**config.mk**
```make
export PLATFORM = sky130hd
export DESIGN_NAME = multi_player_reaction_core
export DESIGN_NICKNAME = d
export VERILOG_FILES = /design/src/rtl/rt_pkg.sv /design/src/rtl/rt_ms_tick.sv /design/src/rtl/multi_player_reaction_core.sv
export SDC_FILE = /design/constraint.sdc
export NUM_CORES = 1
export LEC_CHECK = 0
export CORE_ASPECT_RATIO = 1.2
export CORE_MARGIN = 2
export CORE_UTILIZATION = 52
export DETAILED_ROUTE_END_ITERATION = 7
export PLACE_DENSITY = 0.77
export SYNTH_ARGS = -nofsm -noshare
export SYNTH_HDL_FRONTEND = slang
export SYNTH_SLANG_ARGS = --single-unit
```
**constraint.sdc**
```tcl
create_clock -name clk -period 3.5 [get_ports clk]
set_input_delay 0.525 -clock clk [delete_from_list [all_inputs] [get_ports clk]]
set_output_delay 0.525 -clock clk [all_outputs]
set_load 0.01 [all_outputs]
```
**src/rtl/rt_pkg.sv**
```systemverilog
// Shared state encoding, LFSR constants and helpers for the multi-player reaction timer.
package rt_pkg;

  typedef enum logic [1:0] {
    ST_IDLE = 2'd0,
    ST_ARM  = 2'd1,
    ST_GO   = 2'd2,
    ST_DONE = 2'd3
  } rt_state_e;

  localparam logic [15:0] LFSR_SEED = 16'hACE1;
  // Galois form of x^16 + x^14 + x^13 + x^11 + 1, right-shifting.
  localparam logic [15:0] LFSR_TAPS = 16'hB400;

  function automatic logic [15:0] lfsr_step(input logic [15:0] s);
    lfsr_step = s[0] ? ((s >> 1) ^ LFSR_TAPS) : (s >> 1);
  endfunction

endpackage

```
**src/rtl/rt_ms_tick.sv**
```systemverilog
// Millisecond prescaler: one-cycle tick every DIV clocks, zeroed by a synchronous restart.
module rt_ms_tick #(
  parameter int unsigned DIV = 50_000
) (
  input  logic clk,
  input  logic rst_n,
  input  logic restart_i,
  output logic tick_o
);

  localparam int unsigned CNT_W = (DIV > 1) ? $clog2(DIV) : 1;
  localparam logic [CNT_W-1:0] LAST = CNT_W'(DIV - 1);

  logic [CNT_W-1:0] cnt_q, cnt_d;

  assign tick_o = (cnt_q == LAST);

  always_comb begin
    cnt_d = cnt_q + 1'b1;
    if (restart_i || tick_o) cnt_d = '0;
  end

  always_ff @(posedge clk or negedge rst_n) begin
    if (!rst_n) cnt_q <= '0;
    else        cnt_q <= cnt_d;
  end

endmodule

```
**src/rtl/multi_player_reaction_core.sv**
```systemverilog
// Reaction-timing core: random arming delay, per-player millisecond capture, false starts,
// round winner and per-player best time.
module multi_player_reaction_core
  import rt_pkg::*;
#(
  parameter int unsigned N_PLAYERS       = 2,
  parameter int unsigned CLK_HZ          = 50_000_000,
  parameter int unsigned TIME_W          = 14,
  parameter int unsigned DELAY_BASE_MS   = 1000,
  parameter int unsigned DELAY_RAND_BITS = 11,
  parameter int unsigned TIMEOUT_MS      = 9999
) (
  input  logic                        clk,
  input  logic                        reset,
  input  logic                        start,
  input  logic                        clear_best,
  input  logic [N_PLAYERS-1:0]        btn,
  output logic                        go_led,
  output logic                        busy,
  output logic                        round_done,
  output logic [N_PLAYERS*TIME_W-1:0] time_ms,
  output logic [N_PLAYERS-1:0]        hit,
  output logic [N_PLAYERS-1:0]        false_start,
  output logic [2:0]                  winner,
  output logic                        winner_valid,
  output logic [N_PLAYERS*TIME_W-1:0] best_ms
);

  localparam int unsigned TICK_DIV = CLK_HZ / 1000;
  localparam int unsigned DLY_MAX  = DELAY_BASE_MS + (1 << DELAY_RAND_BITS) - 1;
  localparam int unsigned DLY_W    = $clog2(DLY_MAX + 2);
  localparam logic [TIME_W-1:0] TMO    = TIME_W'(TIMEOUT_MS);
  localparam logic [TIME_W-1:0] T_ONES = '1;

  typedef logic [TIME_W-1:0] ms_t;

  rt_state_e            state_q, state_d;
  logic [15:0]          lfsr_q;
  logic [N_PLAYERS-1:0] btn_q, press;
  logic [DLY_W-1:0]     dly_q, dly_d;
  ms_t                  elapsed_q, elapsed_d;
  logic [N_PLAYERS-1:0] hit_q, hit_d, fs_q, fs_d;
  ms_t                  time_q [N_PLAYERS];
  ms_t                  time_d [N_PLAYERS];
  ms_t                  best_q [N_PLAYERS];
  ms_t                  best_d [N_PLAYERS];
  logic [2:0]           winner_q, winner_d;
  logic                 wvalid_q, wvalid_d;
  logic                 go_q, busy_q, done_q;
  logic                 restart, tick, enter_done;
  ms_t                  win_t;

  rt_ms_tick #(.DIV(TICK_DIV)) u_tick (
    .clk      (clk),
    .rst_n    (reset),
    .restart_i(restart),
    .tick_o   (tick)
  );

  assign press      = btn & ~btn_q;
  assign enter_done = (state_d == ST_DONE) && (state_q != ST_DONE);

  always_comb begin
    state_d   = state_q;
    dly_d     = dly_q;
    elapsed_d = elapsed_q;
    hit_d     = hit_q;
    fs_d      = fs_q;
    time_d    = time_q;
    best_d    = best_q;
    winner_d  = winner_q;
    wvalid_d  = wvalid_q;
    restart   = 1'b0;
    win_t     = T_ONES;
    case (state_q)
      ST_ARM: begin
        fs_d = fs_q | press;
        if (tick) dly_d = dly_q - 1'b1;
        // A press in the very last ARM cycle still counts as a false start.
        if (&fs_d) begin
          state_d = ST_DONE;
        end else if (tick && dly_q <= DLY_W'(1)) begin
          state_d   = ST_GO;
          restart   = 1'b1;
          elapsed_d = '0;
        end
      end
      ST_GO: begin
        for (int p = 0; p < N_PLAYERS; p++) begin
          if (press[p] && !fs_q[p] && !hit_q[p]) begin
            hit_d[p]  = 1'b1;
            time_d[p] = elapsed_q;
          end
        end
        if (tick && elapsed_q < TMO) elapsed_d = elapsed_q + 1'b1;
        if ((&(hit_d | fs_q)) || (elapsed_d >= TMO)) state_d = ST_DONE;
      end
      default: begin
        if (start) begin
          state_d  = ST_ARM;
          restart  = 1'b1;
          dly_d    = DLY_W'(DELAY_BASE_MS) + DLY_W'(lfsr_q[DELAY_RAND_BITS-1:0]);
          hit_d    = '0;
          fs_d     = '0;
          winner_d = '0;
          wvalid_d = 1'b0;
          for (int p = 0; p < N_PLAYERS; p++) time_d[p] = '0;
        end
      end
    endcase

    // Winner and best times are resolved from this cycle's captures, so they land with round_done.
    if (enter_done) begin
      wvalid_d = |hit_d;
      winner_d = '0;
      for (int p = 0; p < N_PLAYERS; p++) begin
        if (hit_d[p] && time_d[p] < win_t) begin
          win_t    = time_d[p];
          winner_d = 3'(p);
        end
      end
      for (int p = 0; p < N_PLAYERS; p++) begin
        if (hit_d[p] && time_d[p] < best_q[p]) best_d[p] = time_d[p];
      end
    end
    if (clear_best) begin
      for (int p = 0; p < N_PLAYERS; p++) best_d[p] = T_ONES;
    end
  end

  always_ff @(posedge clk or negedge reset) begin
    if (!reset) begin
      state_q   <= ST_IDLE;
      lfsr_q    <= LFSR_SEED;
      btn_q     <= '0;
      dly_q     <= '0;
      elapsed_q <= '0;
      hit_q     <= '0;
      fs_q      <= '0;
      winner_q  <= '0;
      wvalid_q  <= 1'b0;
      go_q      <= 1'b0;
      busy_q    <= 1'b0;
      done_q    <= 1'b0;
      for (int p = 0; p < N_PLAYERS; p++) begin
        time_q[p] <= '0;
        best_q[p] <= T_ONES;
      end
    end else begin
      state_q   <= state_d;
      lfsr_q    <= lfsr_step(lfsr_q);
      btn_q     <= btn;
      dly_q     <= dly_d;
      elapsed_q <= elapsed_d;
      hit_q     <= hit_d;
      fs_q      <= fs_d;
      winner_q  <= winner_d;
      wvalid_q  <= wvalid_d;
      go_q      <= (state_d == ST_GO);
      busy_q    <= (state_d == ST_ARM) || (state_d == ST_GO);
      done_q    <= enter_done;
      time_q    <= time_d;
      best_q    <= best_d;
    end
  end

  for (genvar p = 0; p < N_PLAYERS; p++) begin : g_pack
    assign time_ms[p*TIME_W +: TIME_W] = time_q[p];
    assign best_ms[p*TIME_W +: TIME_W] = best_q[p];
  end

  assign go_led       = go_q;
  assign busy         = busy_q;
  assign round_done   = done_q;
  assign hit          = hit_q;
  assign false_start  = fs_q;
  assign winner       = winner_q;
  assign winner_valid = wvalid_q;

endmodule
```
==> flow_metrics.tcl, run 1 <==
set metrics [dict create \
    status "finished with violations" \
    violations "design-rule violations, negative setup slack" \
    end_kind "flop" \
    layout.nets 1028 \
    synth-xor-area-share 0.0260 \
    finalHoldViolCount 0 \
    ys.warnings.count 0 \
    netlist_area_um2 7410 \
    startpoint_type "flop" \
    yosys.area_share.simple 0.180 \
    maxCapViolations 0 \
    antenna_found_initial 0 \
    worst_hold_slack_ns 0.176 \
    syn_area_per_cell_um2 9.41 \
    htree_levels 4 \
    period_share 1.01 \
    ys_ff_latch 127 \
    max-clock-path-buffers 2 \
    chipWidth_um 113 \
    gp_congestion 0.970 \
    arrival_ns 3.88 \
    cts.sink_count 127 \
    rsz0062_at_grt "true" \
    synth.area.top_cells "dfrtp_1 (31%), dfstp_2 (13%), ha_1 (8.3%)" \
    postCtsHoldBufs 0 \
    wl_per_cell_um 20.0 \
    timing.critical_path.fanout_max 4 \
    power_density_nw_per_um2 486 \
    synth_top_family_by_area "compound AO/OA/AOI/OAI gates" \
    core_um2 13900 \
    critPathKind "flop to flop" \
    drt_iter0_drc 513 \
    finalClockSkew_ns 0.00806 \
    yosysTopAreaCell "dfrtp_1" \
    ir_drop_mv 0.385 \
    worstPathRequired_ns 3.85 \
    synth_cell_types 72 \
    cts_tree "yes" \
    drc 1 \
    power_mw 4.94 \
    grt_pass1_wl_um 36200 \
    dr_total_vias 7012 \
    grt_use_total 0.307 \
    antenna_cells 0 \
    drive_gt1_frac 0.298 \
    yosysSeqAreaShare 0.435 \
    grt_max_degree 58 \
    slowest_delay_ns 0.42 \
    port_buffers 70 \
    dp.final_hpwl_um 16200 \
    ant_nets 0 \
    start_util 0.534 \
    timing.final.ws_setup_ns -0.0373 \
    grt_pass1_vias 7179 \
    setup_tns_ns -0.110 \
    viasPerCell 6.06 \
    dieArea_um2 15200 \
    rows 47 \
    worstPathCellList "ha_4 > nand3_4 > a31oi_4 > o31ai_4 > buf_4 > and3_4 > mux2i_4 > a32oi_2 > o31ai_4 > buf_4 > and2_4 > ha_4 > nand2b_4 > nor4_4 > nand3_4 > buf_6 > mux2i_1 > nand2b_1" \
    first_pass_iters 7 \
    synth_compound_area_frac 0.183 \
    grt-ovfl-total 0 \
    slew_violations 0 \
    slowest_stage "dfrtp_2" \
    finalSetupViolCount 5 \
    post_dp_cell_area_um2 9070 \
    relSlewSlack 0.310 \
    path_clk_slew_ns 0.06 \
    hp-class "input pin to asynchronous set/reset pin" \
    ys.flop_type "dfrtp_1" \
    post-place-ws_ns -0.567 \
    syn_inst 788 \
    worstMarginPinSlew_ns 1.03 \
    cts_buffers 17 \
    final_cell_area_um2 10200 \
    synth_fa_ha_area_frac 0.0827 \
    fmax_mhz 283 \
    finalWorstPathRequiredPeriod_ns 3.54 \
    root_buffer "clkbuf_16" \
    clock_latency_ns 0.43 \
    power.leakage_nw 4.97 \
    syn2layout_area_growth_pct 37.1 \
    synthArstFlopShare 1.00 \
    dieHeight_um 135 \
    synth_edf_count 0 \
    synth.top_cell.area_share 0.307 \
    synth_mux_area_frac 0.0449 \
    io_pins 73 \
    wl_um 23100 \
]
==> flip-flops by register name, indices dropped and copies added, names as in the netlist <==
register      cells
false_start       2
lfsr_q           16
winner_valid      1
state_q           2
dly_q            12
round_done        1
busy              1
go_led            1
winner            1
best_ms          28
u_tick.cnt_q     16
elapsed_q        14
time_ms          28
btn_q             2
hit               2
==> Yosys cell counts (6+ instances only) <==
| cell type | instances |
|---|---|
| nand3_1 | 21 |
| o31ai_1 | 6 |
| clkbuf_1 | 25 |
| nand4_1 | 17 |
| mux2i_1 | 22 |
| dfstp_2 | 36 |
| nor4_1 | 6 |
| nor2_1 | 71 |
| nor3_1 | 22 |
| nand2_1 | 58 |
| o22ai_1 | 9 |
| inv_1 | 38 |
| nor2b_1 | 8 |
| and3_1 | 12 |
| xor2_1 | 14 |
| nand2b_1 | 17 |
| dfrtp_1 | 91 |
| o21ai_0 | 52 |
| mux2_2 | 10 |
| a21oi_2 | 6 |
| buf_2 | 12 |
| a22oi_1 | 11 |
| xnor2_1 | 8 |
| ha_1 | 49 |
| a21o_1 | 14 |
| a21oi_1 | 69 |
==> cell families (layout without fill, tap and decap cells) <==
group | count (synthesis) | after routing
adders and majority gates | 49 | 49
and+or+nand+nor | 261 | 261
muxes | 32 | 32
buffers and inverters | 83 | 280
other | 1 | 2
xor gates and xnor gates | 22 | 22
AOI/OAI and AO/OA | 213 | 213
DFF | 127 | 127
==> cells in the final DEF, fill, tap and decap left out, types with 5 or more instances in the layout <==
master / instances
a21o_1: 14
a21oi_1: 49
a21oi_2: 23
a22oi_1: 10
and3_1: 11
buf_4: 132
clkbuf_16: 20
clkdlybuf4s50_1: 67
clkinv_2: 7
dfrtp_1: 90
dfstp_2: 36
ha_1: 47
inv_1: 38
mux2_2: 10
mux2i_1: 20
nand2_1: 57
nand2b_1: 16
nand3_1: 19
nand4_1: 17
nor2_1: 63
nor2_2: 7
nor2b_1: 6
nor3_1: 21
nor4_1: 5
o21ai_0: 44
o21ai_1: 10
o22ai_1: 9
o31ai_1: 5
xnor2_1: 8
xor2_1: 14
==> report_power, final <==
part / total (mW) / internal, mW / switching [mW]
Clock: 1.62 / 0.993 / 0.631
Combinational: 1.59 / 0.693 / 0.901
Sequential: 1.73 / 1.61 / 0.121
==> metal layers <==
metal	vias up	wire length [um]	global-route usage
li1	3194	-	-
met1	3410	8720	0.355
met2	303	11600	0.531
met3	105	1430	0.0673
met4	0	1330	0.170
met5	-	0	0
==> worst max-delay path, delay by kind of cell, from the launching register on <==
kind | cells | cell delay [ns]
compound gates | 4 | 0.71
buf+inv | 3 | 0.48
mux | 2 | 0.39
flops | 1 | 0.42
fa+ha+maj | 2 | 0.32
simple gates | 7 | 1.13
==> worst paths after layout <==
path	start	end	slack, ns	depth (start not counted)
min	reset	time_ms[24]$_DFF_PN0_	0.18	1
min in group clk	lfsr_q[12]$_DFF_PN0_	lfsr_q[11]$_DFF_PN1_	0.35	0
min reg2reg	lfsr_q[12]$_DFF_PN0_	lfsr_q[11]$_DFF_PN1_	0.35	0
max	elapsed_q[0]$_DFFE_PN0P_	best_ms[15]$_DFFE_PN1P_	-0.04	18
max in group asynchronous	reset	lfsr_q[7]$_DFF_PN1_	2.34	2
max reg2reg	elapsed_q[0]$_DFFE_PN0P_	best_ms[15]$_DFFE_PN1P_	-0.04	18
==> per-stage QoR <==
stage | utilization | std cells
2_1_floorplan | - | 789
3_3_place_gp | 0.654 | 1106
3_5_place_dp | 0.654 | 1106
4_1_cts | 0.704 | 1143
5_1_grt | 0.732 | 1157
6_report | 0.732 | 1157
==> cell type report <==
type	instances	area (um2)
fillers	972	3710
clock inverters	7	35.0
multi-input cells	579	4190
repair buffers	209	1850
flip-flops and latches	127	3220
clock buffers	25	507
inverters	39	146
well taps	171	214
==> what timing repair did <==
action,4_1_cts,5_1_grt
endpoints found under the hold margin,0,0
gates resized for setup,22,65
endpoints found under the setup margin,29,29
cloned,1,2
pin swaps,8,23
setup buffers,4,12
Note: power is estimated with default switching activity, not from simulation.
==> inputs of run 2 (changes only) <==
--- a/config.mk
+++ b/config.mk
@@ -6,4 +6,5 @@
 export NUM_CORES = 1
 export LEC_CHECK = 0
+export CAP_MARGIN = 15
 export CORE_ASPECT_RATIO = 1.2
 export CORE_MARGIN = 2
==> constraint.sdc (replaced) <==
create_clock -name clk -period 3.5 [get_ports clk]
set_input_delay 0.35 -clock clk [delete_from_list [all_inputs] [get_ports clk]]
set_output_delay 0.35 -clock clk [all_outputs]
set_load 0.01 [all_outputs]
==> run 2 against run 1 <==
Fmax grew 2.7%. Flip-flop and latch count is the same. Clock skew grew 0.0068 ns. The flow finishes with violations (design-rule violations). Clock power grew 16%. Critical path depth grew 1.
==> flow_metrics.tcl, run 2 (synthesized netlist as in run 1, its figures left out) <==
set metrics [dict create \
    max-clock-path-buffers 2 \
    cts_tree "yes" \
    drive_gt1_frac 0.281 \
    dr_total_vias 7046 \
    drc 1 \
    dieArea_um2 15200 \
    ff2ff_setup_slack_ns 0.05 \
    end_kind "flop" \
    grt_pass1_vias 7007 \
    viasPerCell 6.18 \
    ant_nets 0 \
    hp-class "input pin to asynchronous set/reset pin" \
    power_switching_mw 1.66 \
    fill_cells 966 \
    clock_latency_ns 0.43 \
    power.leakage_nw 4.85 \
    dieHeight_um 135 \
    first_pass_iters 7 \
    pwr-share-clk 0.369 \
    power.internal_mw 3.42 \
    path_clk_slew_ns 0.06 \
    grt_use_total 0.307 \
    cts.sink_count 127 \
    ir_drop_mv 0.357 \
    fmax_mhz 290 \
    final_cell_mix "buf_4 (112), dfrtp_1 (89), clkdlybuf4s50_1 (69)" \
    gp_congestion 0.970 \
    core_um2 13900 \
    grt-ovfl-total 0 \
    rows 47 \
    startpoint_type "flop" \
    critPathKind "flop to flop" \
    maxCapViolations 0 \
    seq_power_share 0.343 \
    worst_hold_slack_ns 0.0228 \
    antenna_cells 0 \
    root_buffer "clkbuf_16" \
    combPwrFrac 0.288 \
    worstPathRequired_ns 3.87 \
    timing.final.ws_setup_ns 0.0546 \
    postCtsHoldBufs 0 \
    wl_per_cell_um 20.5 \
    post-place-ws_ns -0.369 \
    status "finished with violations" \
    finalHoldViolCount 0 \
    syn2layout_area_growth_pct 36.2 \
    layout.nets 1011 \
    grt_pass1_wl_um 36000 \
    period_share 0.984 \
    arrival_ns 3.81 \
    antenna_found_initial 0 \
    power_density_nw_per_um2 504 \
    port_buffers 70 \
    finalWorstPathRequiredPeriod_ns 3.45 \
    worstMarginPinSlew_ns 0.971 \
    switching_share 0.327 \
    start_util 0.534 \
    slew_violations 0 \
    htree_levels 4 \
    violations "design-rule violations" \
    finalSetupViolCount 0 \
    io_pins 73 \
    grt_max_degree 128 \
    wl_um 23400 \
    timing.critical_path.fanout_max 12 \
    drt_iter0_drc 599 \
    finalClockSkew_ns 0.0149 \
    chipWidth_um 113 \
    relSlewSlack 0.351 \
    final_common_cell "buf_4" \
    dp.final_hpwl_um 15900 \
    cts_buffers 17 \
]
[run 2: cell types whose count changed in the layout (fill, tap and decap cells not counted), sizes merged]
cell,change
clkdlybuf4s50,+2
bufinv,+4
clkinv,-1
buf,-15
clkbuf,-7
dlymetal6s2s,-2
clkinvlp,+2
[run 2: worst max-delay path, cell delays in order, from the launching register on]
cell,delay [ns]
dfrtp_1,0.42
ha_4,0.19
nand3_4,0.07
a31oi_4,0.10
o31ai_4,0.33
and3_4,0.25
mux2i_1,0.22
a32oi_1,0.09
o31ai_2,0.27
buf_4,0.16
and2_4,0.16
ha_4,0.14
nand2b_4,0.08
nor2_4,0.15
o2111ai_4,0.14
a21oi_4,0.17
buf_6,0.15
buf_16,0.14
nor3_1,0.05
a21oi_2,0.11
[run 2: final timing paths]
path	from	cells past startpoint	endpoint
setup / recovery	elapsed_q[1]$_DFFE_PN0P_	19	best_ms[10]$_DFFE_PN1P_
hold / removal	reset	2	time_ms[21]$_DFF_PN0_
setup reg to reg	elapsed_q[1]$_DFFE_PN0P_	19	best_ms[10]$_DFFE_PN1P_
hold reg to reg	lfsr_q[12]$_DFF_PN0_	0	lfsr_q[11]$_DFF_PN1_
max in group asynchronous	reset	2	state_q[0]$_DFF_PN0_
min in group clk	lfsr_q[12]$_DFF_PN0_	0	lfsr_q[11]$_DFF_PN1_
[run 2: metrics by stage]
stage / utilization / setup TNS [ns] / cells / power, mW / area (um2)
2_1_floorplan: - / 0 / 789 / 2.55 / 7430
3_3_place_gp: 0.648 / -3.48 / 1095 / 3.02 / 8990
3_5_place_dp: 0.648 / -5.77 / 1095 / 3.07 / 8990
4_1_cts: 0.703 / 0 / 1132 / 5.00 / 9760
5_1_grt: 0.728 / -0.944 / 1140 / 5.29 / 10100
6_report: 0.728 / 0 / 1140 / 5.08 / 10100
[run 2: power by group through the flow]
stage                     Combinational (mW)  Sequential, mW  Clock, mW
after floorplan                        0.801            1.75          0
after global placement                  1.28            1.74          0
after detailed placement                1.32            1.76          0
after CTS                               1.38            1.73       1.89
after global routing                    1.58            1.76       1.95
final                                   1.46            1.74       1.88
[run 2: repair_timing]
action / CTS / global route
gates resized for setup: 21 / 61
pin swaps: 4 / 21
endpoints found under the setup margin: 29 / 29
setup buffers: 3 / 9
cloned: 2 / 0
[run 2: cell type report]
class / instances / area (um2) / area share
Clock buffer: 20 / 457 / 0.0452
Clock inverter: 12 / 165 / 0.0164
Inverter: 39 / 146 / 0.0145
Multi-Input combinational cell: 579 / 4180 / 0.414
Sequential cell: 127 / 3230 / 0.319
Tap cell: 171 / 214 / 0.0212
Timing Repair Buffer: 192 / 1710 / 0.170
[run 2: layer usage]
metal	GRT usage	part of all wire	routed length (um)	vias to the layer above
met5	0	0	0	-
met4	0.194	0.063	1480	0
met3	0.0790	0.065	1510	113
met2	0.523	0.50	11700	337
met1	0.344	0.37	8770	3431
li1	-	-	-	3165
==> inputs of run 3 (changes only) <==
- ABC_AREA: not set -> 1
- CORE_UTILIZATION: 52 -> 59
- PLACE_DENSITY: 0.77 -> 0.81
- clock period: 3.5 -> 3.55 ns (I/O delays scaled with it)
==> run 3 against run 2 <==
The flow now finishes without violations. Final cell count grew 20%. Flip-flop and latch count did not move. Via count is 12% higher. Critical path depth rose by 7. Count of clock-buffer cells in the layout is 5 higher. Fmax decreased by 0.19%. Final area grew 0.17%. Power increased by 4.7%. Area after synthesis is 8.7% higher. Utilization rose by 3.3 points. Synthesized cell count rose by 36%. Largest cell class unchanged.
==> flow_metrics.tcl, run 3 <==
set metrics [dict create \
    cts_tree "yes" \
    final_common_cell "nand2_1" \
    drt_iter0_drc 727 \
    yosysSeqAreaShare 0.400 \
    drive_gt1_frac 0.189 \
    timing.critical_path.fanout_max 8 \
    synth.area.top_cells "dfrtp_1 (28%), nand2_1 (12%), dfstp_2 (12%)" \
    ys_ff_latch 127 \
    critPathBufInv 3 \
    cts_buffers 17 \
    synth_cell_types 55 \
    slowest_delay_ns 0.40 \
    max-clock-path-buffers 2 \
    dp.final_hpwl_um 16100 \
    antenna_found_initial 0 \
    cts.sink_count 127 \
    htree_levels 4 \
    syn2layout_area_growth_pct 25.5 \
    chipWidth_um 111 \
    end_kind "flop" \
    grt-ovfl-total 0 \
    dr_total_vias 7884 \
    busiest_layer "met2" \
    ys.warnings.count 0 \
    fill_cells 947 \
    grt_pass1_vias 7576 \
    critPathKind "flop to flop" \
    yosysMostFrequentCell "nand2_1" \
    fmax_mhz 290 \
    status "finished, final reports clean" \
    antenna_cells 0 \
    drc 0 \
    synth_edf_count 0 \
    slowest_stage "dfrtp_1" \
    first_pass_iters 6 \
    cp_top_family "simple AND/OR/NAND/NOR gates" \
    hp-class "flop to flop" \
    dieHeight_um 132 \
    yosysTopAreaCell "dfrtp_1" \
    use_met3 0.0579 \
    syn_area_per_cell_um2 7.52 \
    grt_use_total 0.313 \
    ys.flop_type "dfrtp_1" \
    path_clk_slew_ns 0.05 \
    use_met1 0.380 \
    period_share 0.972 \
    maxCapViolations 0 \
    wl_per_cell_um 16.8 \
    io_pins 73 \
    netlist_area_um2 8060 \
    startpoint_type "flop" \
    power.leakage_nw 5.03 \
    viasPerCell 5.75 \
    root_buffer "clkbuf_16" \
    layout.nets 1246 \
    arrival_ns 3.81 \
    grt_pass1_wl_um 36900 \
    ir_drop_mv 0.386 \
    crit_top_cell "nand2_2" \
    final_cell_mix "nand2_1 (253), inv_1 (133), nor2_1 (104)" \
    finalHoldViolCount 0 \
    relSlewSlack 0.551 \
    timing.final.ws_setup_ns 0.0982 \
    worstMarginPinSlew_ns 0.673 \
    setup_tns_ns 0 \
    grt_util_met2 0.530 \
    finalSetupViolCount 0 \
    grt_max_degree 59 \
    port_buffers 70 \
    synth.top_cell.area_share 0.283 \
    power_mw 5.32 \
    wl_um 23000 \
    finalWorstPathRequiredPeriod_ns 3.45 \
    fin_util 0.761 \
    power_density_nw_per_um2 526 \
    synthArstFlopShare 1.00 \
    syn_inst 1071 \
    finalClockSkew_ns 0.00682 \
    rsz0062_at_grt "true" \
    dieArea_um2 14600 \
    ant_nets 0 \
    start_util 0.606 \
    slew_violations 0 \
    rows 46 \
    ys_top_cells_by_count "nand2_1 (259), inv_1 (138), nor2_1 (109)" \
    gp_congestion 0.989 \
    worstPathRequired_ns 3.91 \
    core_um2 13300 \
    post-place-ws_ns -0.0863 \
    clock_latency_ns 0.42 \
]
run 3: cell count changes in the layout (fill, tap and decap cells not counted), moves of 15 or more:
| cell | previous run | this run |
|---|---|---|
| o21ai_0 | 45 | 81 |
| nand2b_1 | 16 | 0 |
| inv_1 | 38 | 133 |
| a21oi_2 | 17 | 1 |
| buf_4 | 112 | 61 |
| nand2_1 | 57 | 253 |
| mux2i_1 | 22 | 0 |
| inv_2 | 0 | 15 |
| nand3_1 | 19 | 52 |
| nor2_1 | 65 | 104 |
run 3: cell families after synthesis:
| family | after synthesis | synth area share |
|---|---|---|
| compound gates | 196 | 0.144 |
| xor+xnor | 14 | 0.0152 |
| fa+ha+maj | 49 | 0.0761 |
| buf+inv | 191 | 0.0972 |
| flops | 127 | 0.400 |
| other cells | 1 | 0.000465 |
| simple gates | 493 | 0.267 |
run 3: stage by stage:
step	hold slack (ns)	cell area, um2	instances
final	0.349	10100	1372
after global routing	0.371	10100	1372
after CTS	0.351	9770	1357
after detailed placement	0.345	9150	1321
after global placement	0.336	9150	1321
after floorplan	0.0594	8060	1072
run 3: worst paths after layout:
kind	from	to	slack, ns	cells past startpoint
max	u_tick.cnt_q[1]$_DFF_PN0_	best_ms[17]$_DFFE_PN1P_	0.1	26
max in group asynchronous	reset	best_ms[10]$_DFFE_PN1P_	2.24	3
max reg2reg	u_tick.cnt_q[1]$_DFF_PN0_	best_ms[17]$_DFFE_PN1P_	0.1	26
min in group asynchronous	reset	dly_q[4]$_DFFE_PN0P_	0.46	2
min	lfsr_q[12]$_DFF_PN0_	lfsr_q[11]$_DFF_PN1_	0.35	0
min reg2reg	lfsr_q[12]$_DFF_PN0_	lfsr_q[11]$_DFF_PN1_	0.35	0
run 3: repair_timing:
item / in CTS / in global routing
endpoints found under the hold margin: 21 / 0
resized for setup: 5 / 63
setup buffers: 2 / 14
cloned: 1 / 1
setup endpoints to repair: 17 / 29
pin swaps: 2 / 23
hold buffers: 1 / 0
run 3: where the power goes:
group	switching, mW	leakage (nW)	internal [mW]
clock	0.613	0.282	1.08
sequential	0.150	1.60	1.66
combinational	1.17	3.15	0.656
total	1.93	5.03	3.39
run 3: cell type report:
| cell class | count | area, um2 | area share |
|---|---|---|---|
| clock buffers | 25 | 485 | 0.0480 |
| clock inverters | 7 | 83.8 | 0.00829 |
| inverters | 152 | 579 | 0.0573 |
| multi-input cells | 756 | 4280 | 0.423 |
| flip-flops and latches | 127 | 3230 | 0.319 |
| well taps | 168 | 210 | 0.0208 |
| repair buffers | 137 | 1240 | 0.123 |
run 3: routing by layer:
layer,vias up,part of all wire,routed length [um]
met5,-,0,0
met4,0,0.047,1080
met3,96,0.064,1470
met2,357,0.50,11500
met1,3701,0.39,8950
li1,3730,-,-
